[src/rtl/imem_pkg.sv]
// Shared constants, types and the boot image for the instruction memory controller.
package imem_pkg;

  localparam int DEPTH = 32;
  localparam int AW = 5;
  localparam logic [7:0] FILL = 8'h00;

  typedef enum logic [1:0] {
    RUN,
    DRAIN,
    LOAD
  } state_t;

  localparam logic [1:0] OP_ADD = 2'b00;
  localparam logic [1:0] OP_LW  = 2'b01;
  localparam logic [1:0] OP_SW  = 2'b10;
  localparam logic [1:0] OP_J   = 2'b11;

  // Instruction byte: opcode in the top two bits, operand fields below.
  function automatic logic [7:0] enc(input logic [1:0] op, input logic [5:0] arg);
    return {op, arg};
  endfunction

  // Program present in the store after every reset.
  localparam logic [7:0] BOOT_IMAGE [DEPTH] = '{
    enc(OP_LW,  6'h05), enc(OP_ADD, 6'h16), enc(OP_SW,  6'h0A), enc(OP_ADD, 6'h27),
    enc(OP_J,   6'h10), enc(OP_LW,  6'h19), enc(OP_ADD, 6'h03), enc(OP_SW,  6'h1C),
    enc(OP_LW,  6'h21), enc(OP_SW,  6'h32), enc(OP_ADD, 6'h1E), enc(OP_LW,  6'h34),
    enc(OP_J,   6'h25), enc(OP_ADD, 6'h38), enc(OP_SW,  6'h2F), enc(OP_LW,  6'h0B),
    enc(OP_SW,  6'h12), enc(OP_ADD, 6'h06), enc(OP_J,   6'h07), enc(OP_LW,  6'h1D),
    enc(OP_ADD, 6'h2A), enc(OP_J,   6'h31), enc(OP_SW,  6'h03), enc(OP_ADD, 6'h14),
    enc(OP_LW,  6'h2E), enc(OP_SW,  6'h39), enc(OP_ADD, 6'h0C), enc(OP_SW,  6'h24),
    enc(OP_ADD, 6'h37), enc(OP_J,   6'h18), enc(OP_LW,  6'h10), enc(OP_J,   6'h00)
  };

endpackage

[src/rtl/imem_controller_step_sync.sv]
// Step button conditioner: two-flop synchronizer followed by a registered
// rising-edge detector producing a one-cycle pulse.
module step_sync (
  input  logic clk50,
  input  logic reset,
  input  logic btn,
  output logic pulse
);

  logic sync1;
  logic sync2;
  logic prev;

  // Synchronize the raw button and emit one pulse per rising edge.
  // NOTE: sequential state uses non-blocking assignments so every flop samples pre-edge values.
  always_ff @(posedge clk50 or negedge reset) begin
    if (!reset) begin
      sync1 <= 1'b0;
      sync2 <= 1'b0;
      prev  <= 1'b0;
      pulse <= 1'b0;
    end else begin
      sync1 <= btn;
      sync2 <= sync1;
      prev  <= sync2;
      pulse <= sync2 & ~prev;
    end
  end

endmodule

[src/rtl/imem_controller.sv]
// Instruction store with CPU fetch port, loader write port and run control
// (free run, single step, stall while the loader owns the store).
module imem_controller #(
  parameter int DEPTH = imem_pkg::DEPTH,
  parameter int AW = imem_pkg::AW,
  parameter logic [7:0] FILL = imem_pkg::FILL
) (
  input  logic          clk50,
  input  logic          reset,
  input  logic [7:0]    cpu_addr,
  output logic [7:0]    cpu_instr,
  output logic          cpu_en,
  output logic          cpu_restart,
  input  logic          ld_req,
  output logic          ld_grant,
  input  logic          ld_valid,
  output logic          ld_ready,
  input  logic [AW-1:0] ld_addr,
  input  logic [7:0]    ld_data,
  input  logic          step_mode,
  input  logic          step_btn,
  output logic          addr_err
);

  import imem_pkg::*;

  localparam logic [7:0] DEPTH_B = 8'(DEPTH);

  logic [7:0] mem [DEPTH];
  state_t     state;
  state_t     state_next;
  logic       cpu_en_next;
  logic       restart_next;
  logic       grant_next;
  logic       step_pulse;
  logic       in_range;
  logic       wr_en;

  step_sync u_step_sync (
    .clk50 (clk50),
    .reset (reset),
    .btn   (step_btn),
    .pulse (step_pulse)
  );

  assign in_range  = (cpu_addr < DEPTH_B);
  assign cpu_instr = in_range ? mem[cpu_addr[AW-1:0]] : FILL;
  assign wr_en     = (state == LOAD) && ld_valid;

  // Next state and next values of the registered control outputs.
  // NOTE: every always_comb output gets a default first so no path infers a latch.
  always_comb begin
    state_next = state;
    case (state)
      RUN:     if (ld_req) state_next = DRAIN;
      DRAIN:   state_next = LOAD;
      LOAD:    if (!ld_req) state_next = RUN;
      default: state_next = RUN;
    endcase
    grant_next   = (state_next == LOAD);
    restart_next = (state == LOAD) && (state_next == RUN);
    // A loader request in the same cycle swallows any step pulse; the first
    // RUN cycle after a load is reserved for the restart pulse.
    cpu_en_next  = (state == RUN) && (state_next == RUN) && (!step_mode || step_pulse);
  end

  // State register and registered control outputs.
  always_ff @(posedge clk50 or negedge reset) begin
    if (!reset) begin
      state       <= RUN;
      cpu_en      <= 1'b0;
      cpu_restart <= 1'b0;
      ld_grant    <= 1'b0;
      ld_ready    <= 1'b0;
      addr_err    <= 1'b0;
    end else begin
      state       <= state_next;
      cpu_en      <= cpu_en_next;
      cpu_restart <= restart_next;
      ld_grant    <= grant_next;
      ld_ready    <= grant_next;
      addr_err    <= addr_err | ~in_range;
    end
  end

  // Instruction store: boot image on reset, loader writes while in LOAD.
  // NOTE: the store is reset on purpose because it must come up holding the boot program.
  always_ff @(posedge clk50 or negedge reset) begin
    if (!reset) begin
      for (int i = 0; i < DEPTH; i++) begin
        mem[i] <= BOOT_IMAGE[i % imem_pkg::DEPTH];
      end
    end else if (wr_en) begin
      mem[ld_addr] <= ld_data;
    end
  end

endmodule

[config.mk]
export PLATFORM = sky130hd
export DESIGN_NAME = imem_controller
export DESIGN_NICKNAME = d
export VERILOG_FILES = /design/src/rtl/imem_pkg.sv /design/src/rtl/imem_controller_step_sync.sv /design/src/rtl/imem_controller.sv
export SDC_FILE = /design/constraint.sdc
export NUM_CORES = 1
export LEC_CHECK = 0
export CAP_MARGIN = 20
export CORE_MARGIN = 10
export CORE_UTILIZATION = 55
export CTS_CLUSTER_DIAMETER = 150
export CTS_CLUSTER_SIZE = 40
export DETAILED_ROUTE_END_ITERATION = 10
export GPL_TIMING_DRIVEN = 0
export PLACE_DENSITY = 0.78
export SLEW_MARGIN = 15
export SYNTH_ARGS = -nofsm -noshare
export SYNTH_HDL_FRONTEND = slang
export SYNTH_HIERARCHICAL = 1
export SYNTH_SLANG_ARGS = --single-unit
[constraint.sdc]
create_clock -name clk50 -period 5.33 [get_ports clk50]
set_clock_uncertainty 0.05 [all_clocks]
set_input_delay 0.533 -clock clk50 [delete_from_list [all_inputs] [get_ports clk50]]
set_output_delay 0.533 -clock clk50 [all_outputs]
set_load 0.005 [all_outputs]
Word-level counts from Yosys, hierarchy flattened
Cells that the tools add are included.
{ "totals": {"elab_cells": 73, "regBits": 266, "out_inout_bits": 13, "in_bits": 27} }
{ "classes": {"muxes": 10, "eq_ne": 3, "order_cmp": 4, "n_reduce_logical": 9, "n_bitwise": 6} }
{ "ops": {"columns": ["cell", "count"], "rows": [
  ["$bwmux 256", 1],
  ["$bmux 8 s5", 1],
  ["$demux 8 s5", 1],
  ["$mux 8", 4],
  ["$ge 6x6->1 const B", 2],
  ["$not 5->6", 2],
  ["$lt 8x6->1 const B", 1],
  ["$lt 6x1->1 const B", 1],
  ["$pmux 2 s3", 1],
  ["$logic_and 1x1->1", 5],
  ["$eq 2x2->1 const B", 2],
  ["$logic_not 2->1", 2],
  ["$mux 2", 2],
  ["$eq 2x1->1 const B", 1],
  ["$not 1->1", 2],
  ["$and 1x1->1", 1],
  ["$logic_not 1->1", 1],
  ["$logic_or 1x1->1", 1],
  ["$or 1x1->1", 1]
]} }

Logic depth before layout (Yosys ltp)
{ "logic_depth": {"ltp_word": 6, "mapped_depth": 7, "mapped_depth_nobuf": 4} }

By module
The synthesis kept the hierarchy.
{ "modules_own_cells": {"columns": ["module", "n_inst", "seq_area_each_um2", "area_each_um2", "cells_each"], "rows": [
  ["imem_controller", 1, 6700.2, 12190.4, 777],
  ["step_sync", 1, 100.1, 113.9, 5]
]} }

Worst setup path before layout
No wires, ideal clock.
{ "synth_timing": {"kind": "input to output", "start": "input cpu_addr[2]", "end": "output cpu_instr[3]", "setup_slack_ns": 2.842, "path_buffers": 3, "t_arrival_ns": 1.905, "required_ns": 4.747, "stages": 6, "cell_sequence": "buf_2 -> buf_2 -> clkbuf_1 -> mux4_2 -> a22oi_1 -> a31oi_1"} }
{ "synth_via": {"elab_chain_len": 5, "word_cells_on_any_way": 6, "cone_classes": "order compare: 1; mux: 4; bitwise: 1"} }
{ "synth_rtl": {"columns": ["element", "line", "rtl"], "rows": [
  ["start, declared", "imem_controller.sv:10", "input logic [7:0] cpu_addr,"],
  ["$not 5->6 (implied by the code)", "imem_controller.sv:47", "assign cpu_instr = in_range ? mem[cpu_addr[AW-1:0]] : FILL;"],
  ["$bmux 8 s5", "imem_controller.sv:47", null],
  ["$mux 8 (implied by the code) (2 in a row)", "imem_controller.sv:47", null],
  ["$mux 8 *", "imem_controller.sv:47", null],
  ["end, declared", "imem_controller.sv:11", "output logic [7:0] cpu_instr,"]
]} }
Every way passes the cells marked *; elsewhere a longest branch is shown, timed or not. The select of a mux whose other input is x is not followed.

Final worst setup path
{ "layout_timing": {"start": "input cpu_addr[1]", "end": "output cpu_instr[6]"} }
Same word-level chain as after synthesis.

==> reports/qor.yml <==
clock_network:
  cts_resized: 0
  htree_levels: 1
  cts_tree: "built"
  post-cts-setup-buffer-count: 0
  cts_buffers: 10
  cts_root_buf: "clkbuf_16"
  cts-hold-fix-buffers: 1
  cts.reportedPaths.clkPinSlew_ps: 120
  ctsLongestPathBuffers: 3
  clk_latency_ps: 490
  clock_sinks: 266
detailed_routing:
  drtIter0Drc: 698
  drt_wl_total_mm: 30.2
  num_vias: 7168
  met2_length_mm: 14.9
  ant_nets: 0
  routed.top_layer: "met4"
  drc_errors: 0
  viasPerCell: 6.43
  wire_per_inst_microns: 27.2
  met3_length_mm: 1.67
  dr.pass1.iters: 8
  wl_met1_mm: 13.1
logic_synthesis:
  syn-num-nets: 809
  ys_async_sr_fraction_pct: 100
  synth_enable_flop_cells: 0
  synth_top_area_share_pct: 30.7
  synth.most_common_cell: "mux2_2"
  synth.largest_area_cell: "dfrtp_1"
  synth_area_leaders: "dfrtp_1, dfstp_2, mux2_2, mux4_2, mux2i_1"
  netlist_area_sq_mm: 0.0123
  synth-main-ff-cell: "dfrtp_1"
  syn-instance-count: 782
  ys_warn_count: 6
  synth_seq_cells: 266
  avgSynthCellArea_sq_um: 15.7
  synth_common_cells: "mux2_2, dfrtp_1, dfstp_2"
  yosysSeqAreaShare_pct: 55.3
  synth.distinct_cells: 39
final_layout:
  diodes: 0
  area_delta_synth_final_pct: 8.69
  final_area_sq_mm: 0.0134
  drive_gt1_share_pct: 58.3
  fin_nets: 859
  multi_input_area_sq_mm: 0.00522
  num-fill-cells: 1633
  regArea_sq_mm: 0.00680
  final_cells: 1114
sta:
  setup_tns_ps: 0
  finalCriticalPeriod_ps: 4260
  timing.hold.ws_ps: 312
  hold_viol_final: 0
  setup_violations: 0
  maxSlewViolCount: 0
  worstMarginPinSlew_ps: 846
  fmax_mhz: 235
  post-route-period-util_pct: 79.8
  rsz0062_at_grt: "no"
  max_slew_margin_pct: 43.6
place:
  place_hpwl_mm: 21.6
  dp_cells: 1099
  placed_cell_area_sq_mm: 0.0131
  routabilityCongestion: 0.979
  io_buffers: 35
floorplan:
  die-area_sq_mm: 0.0288
  die_h_microns: 170
  num_rows: 54
  core_sq_mm: 0.0219
  start_util_pct: 56.2
  io_pins: 40
  fp.dieW_microns: 170
global_routing:
  grt_overflow: 0
  antenna_found_initial: 0
  track_usage_pct: 21.2
  grt_pass1_vias: 7621
  grt_pass1_wl_mm: 47.2
  grt_start_max_net_pins: 105
setup_path:
  r2r-start: "state[0]"
  cp-start-kind: "input port"
  critPathCapture: "cpu_instr[6]"
  required_ps: 4750
  worstPathMaxFanout: 10
  worst_path_max_delay_cell: "clkdlybuf4s50_1"
  critical-path-max-stage-delay_ps: 600
  cp-end-kind: "output pin"
  ff2ff_setup_slack_ps: 2990
  worst-setup-path-type: "input port to output pin"
  crit_chain: "clkdlybuf4s50_1, buf_4, buf_4, nor2_1, a221oi_1, o21ai_0, a31oi_1, clkdlybuf4s50_1"
  worstReg2RegEnd: "mem[236]"
  r2r_cells: 5
  critPathLaunch: "cpu_addr[1]"
  cp.arrival_ps: 3670
flow_run:
  maxCapViolations: 0
power_and_ir_drop:
  p_leak_nw: 5.80
  ir_drop_mv: 0.239
  power_w: 0.00449
  power_density_mw_per_mm2: 336
hold_path:
  hold_path_class: "flop to flop"
status:
  status: "completed"
[layout by cell type, fill, tap and decap left out, drive strengths merged]
cell	count
dfstp	115
nor2b	5
nor3b	4
dlygate4sd3	1
nor4	2
o21ai	8
a2111oi	1
clkdlybuf4s50	34
nand3b	3
nor3	1
nand4	2
and2	2
and3b	2
nand3	1
o2111ai	2
or3b	3
or3	2
inv	4
nand2	21
and4	1
mux2	256
nor2	20
clkbuf	43
buf	29
a221oi	6
or2	2
mux2i	32
mux4	56
a221o	8
dfrtp	151
a31oi	8
and2b	1
a22oi	8
[layout make-up]
class	instances	share of cell area [%]
clock buffers	13	2.11
plain buffers	56	2.02
well taps	280	2.62
inverters	3	0.0842
repair buffers	38	3.14
flip-flops and latches	266	50.8
multi-input cells	457	39.0
clock inverters	1	0.122
[state kept, by name, summed over array words and instances, names as in the netlist]
name and cells:
addr_err 1, cpu_en 1, cpu_restart 1, ld_ready 1, mem 256, state 2
u_step_sync/prev 1, u_step_sync/pulse 1, u_step_sync/sync1 1, u_step_sync/sync2 1
[logic make-up after synthesis]
kind of cell	share of synthesized area [%]
buffers and inverters	2.29
AO/OA/AOI/OAI	2.51
flip-flops	55.3
multiplexers	36.3
AND/OR/NAND/NOR	3.65
[where the power goes]
| part | switching [W] | internal, W | total [W] |
|---|---|---|---|
| registers | 0.000185 | 0.00248 | 0.00266 |
| clock network | 0.000613 | 0.000389 | 0.00100 |
| logic | 0.000352 | 0.000479 | 0.000831 |
[metrics by stage]
stage | setup slack [ps] | util [%]
2_1_floorplan | 2840 | -
3_3_place_gp | -6430 | 59.4
3_5_place_dp | 1220 | 59.7
4_1_cts | 1210 | 61.1
5_1_grt | 850 | 61.1
6_report | 1070 | 61.1
[critical path, delay by kind of cell]
family,cells,cell delay (ps)
AND/OR/NAND/NOR,1,220
buffers and inverters,4,1770
AO/OA/AOI/OAI,3,1140
[metal layers]
layer,GRT usage (%),vias to the layer above
met5,0,-
li1,-,3011
met4,4.09,0
met1,30.0,3914
met3,2.85,32
met2,34.6,211
[worst min path at each step]
| stage | to | cells past startpoint | start |
|---|---|---|---|
| floorplan | addr_err | 0 | reset |
| global placement | u_step_sync/sync2 | 0 | u_step_sync/sync1 |
| detailed placement | u_step_sync/sync2 | 0 | u_step_sync/sync1 |
| CTS | u_step_sync/sync2 | 0 | u_step_sync/sync1 |
| global route | u_step_sync/sync2 | 0 | u_step_sync/sync1 |
| finish | u_step_sync/sync2 | 0 | u_step_sync/sync1 |
Note: power is estimated with default switching activity, not from simulation.
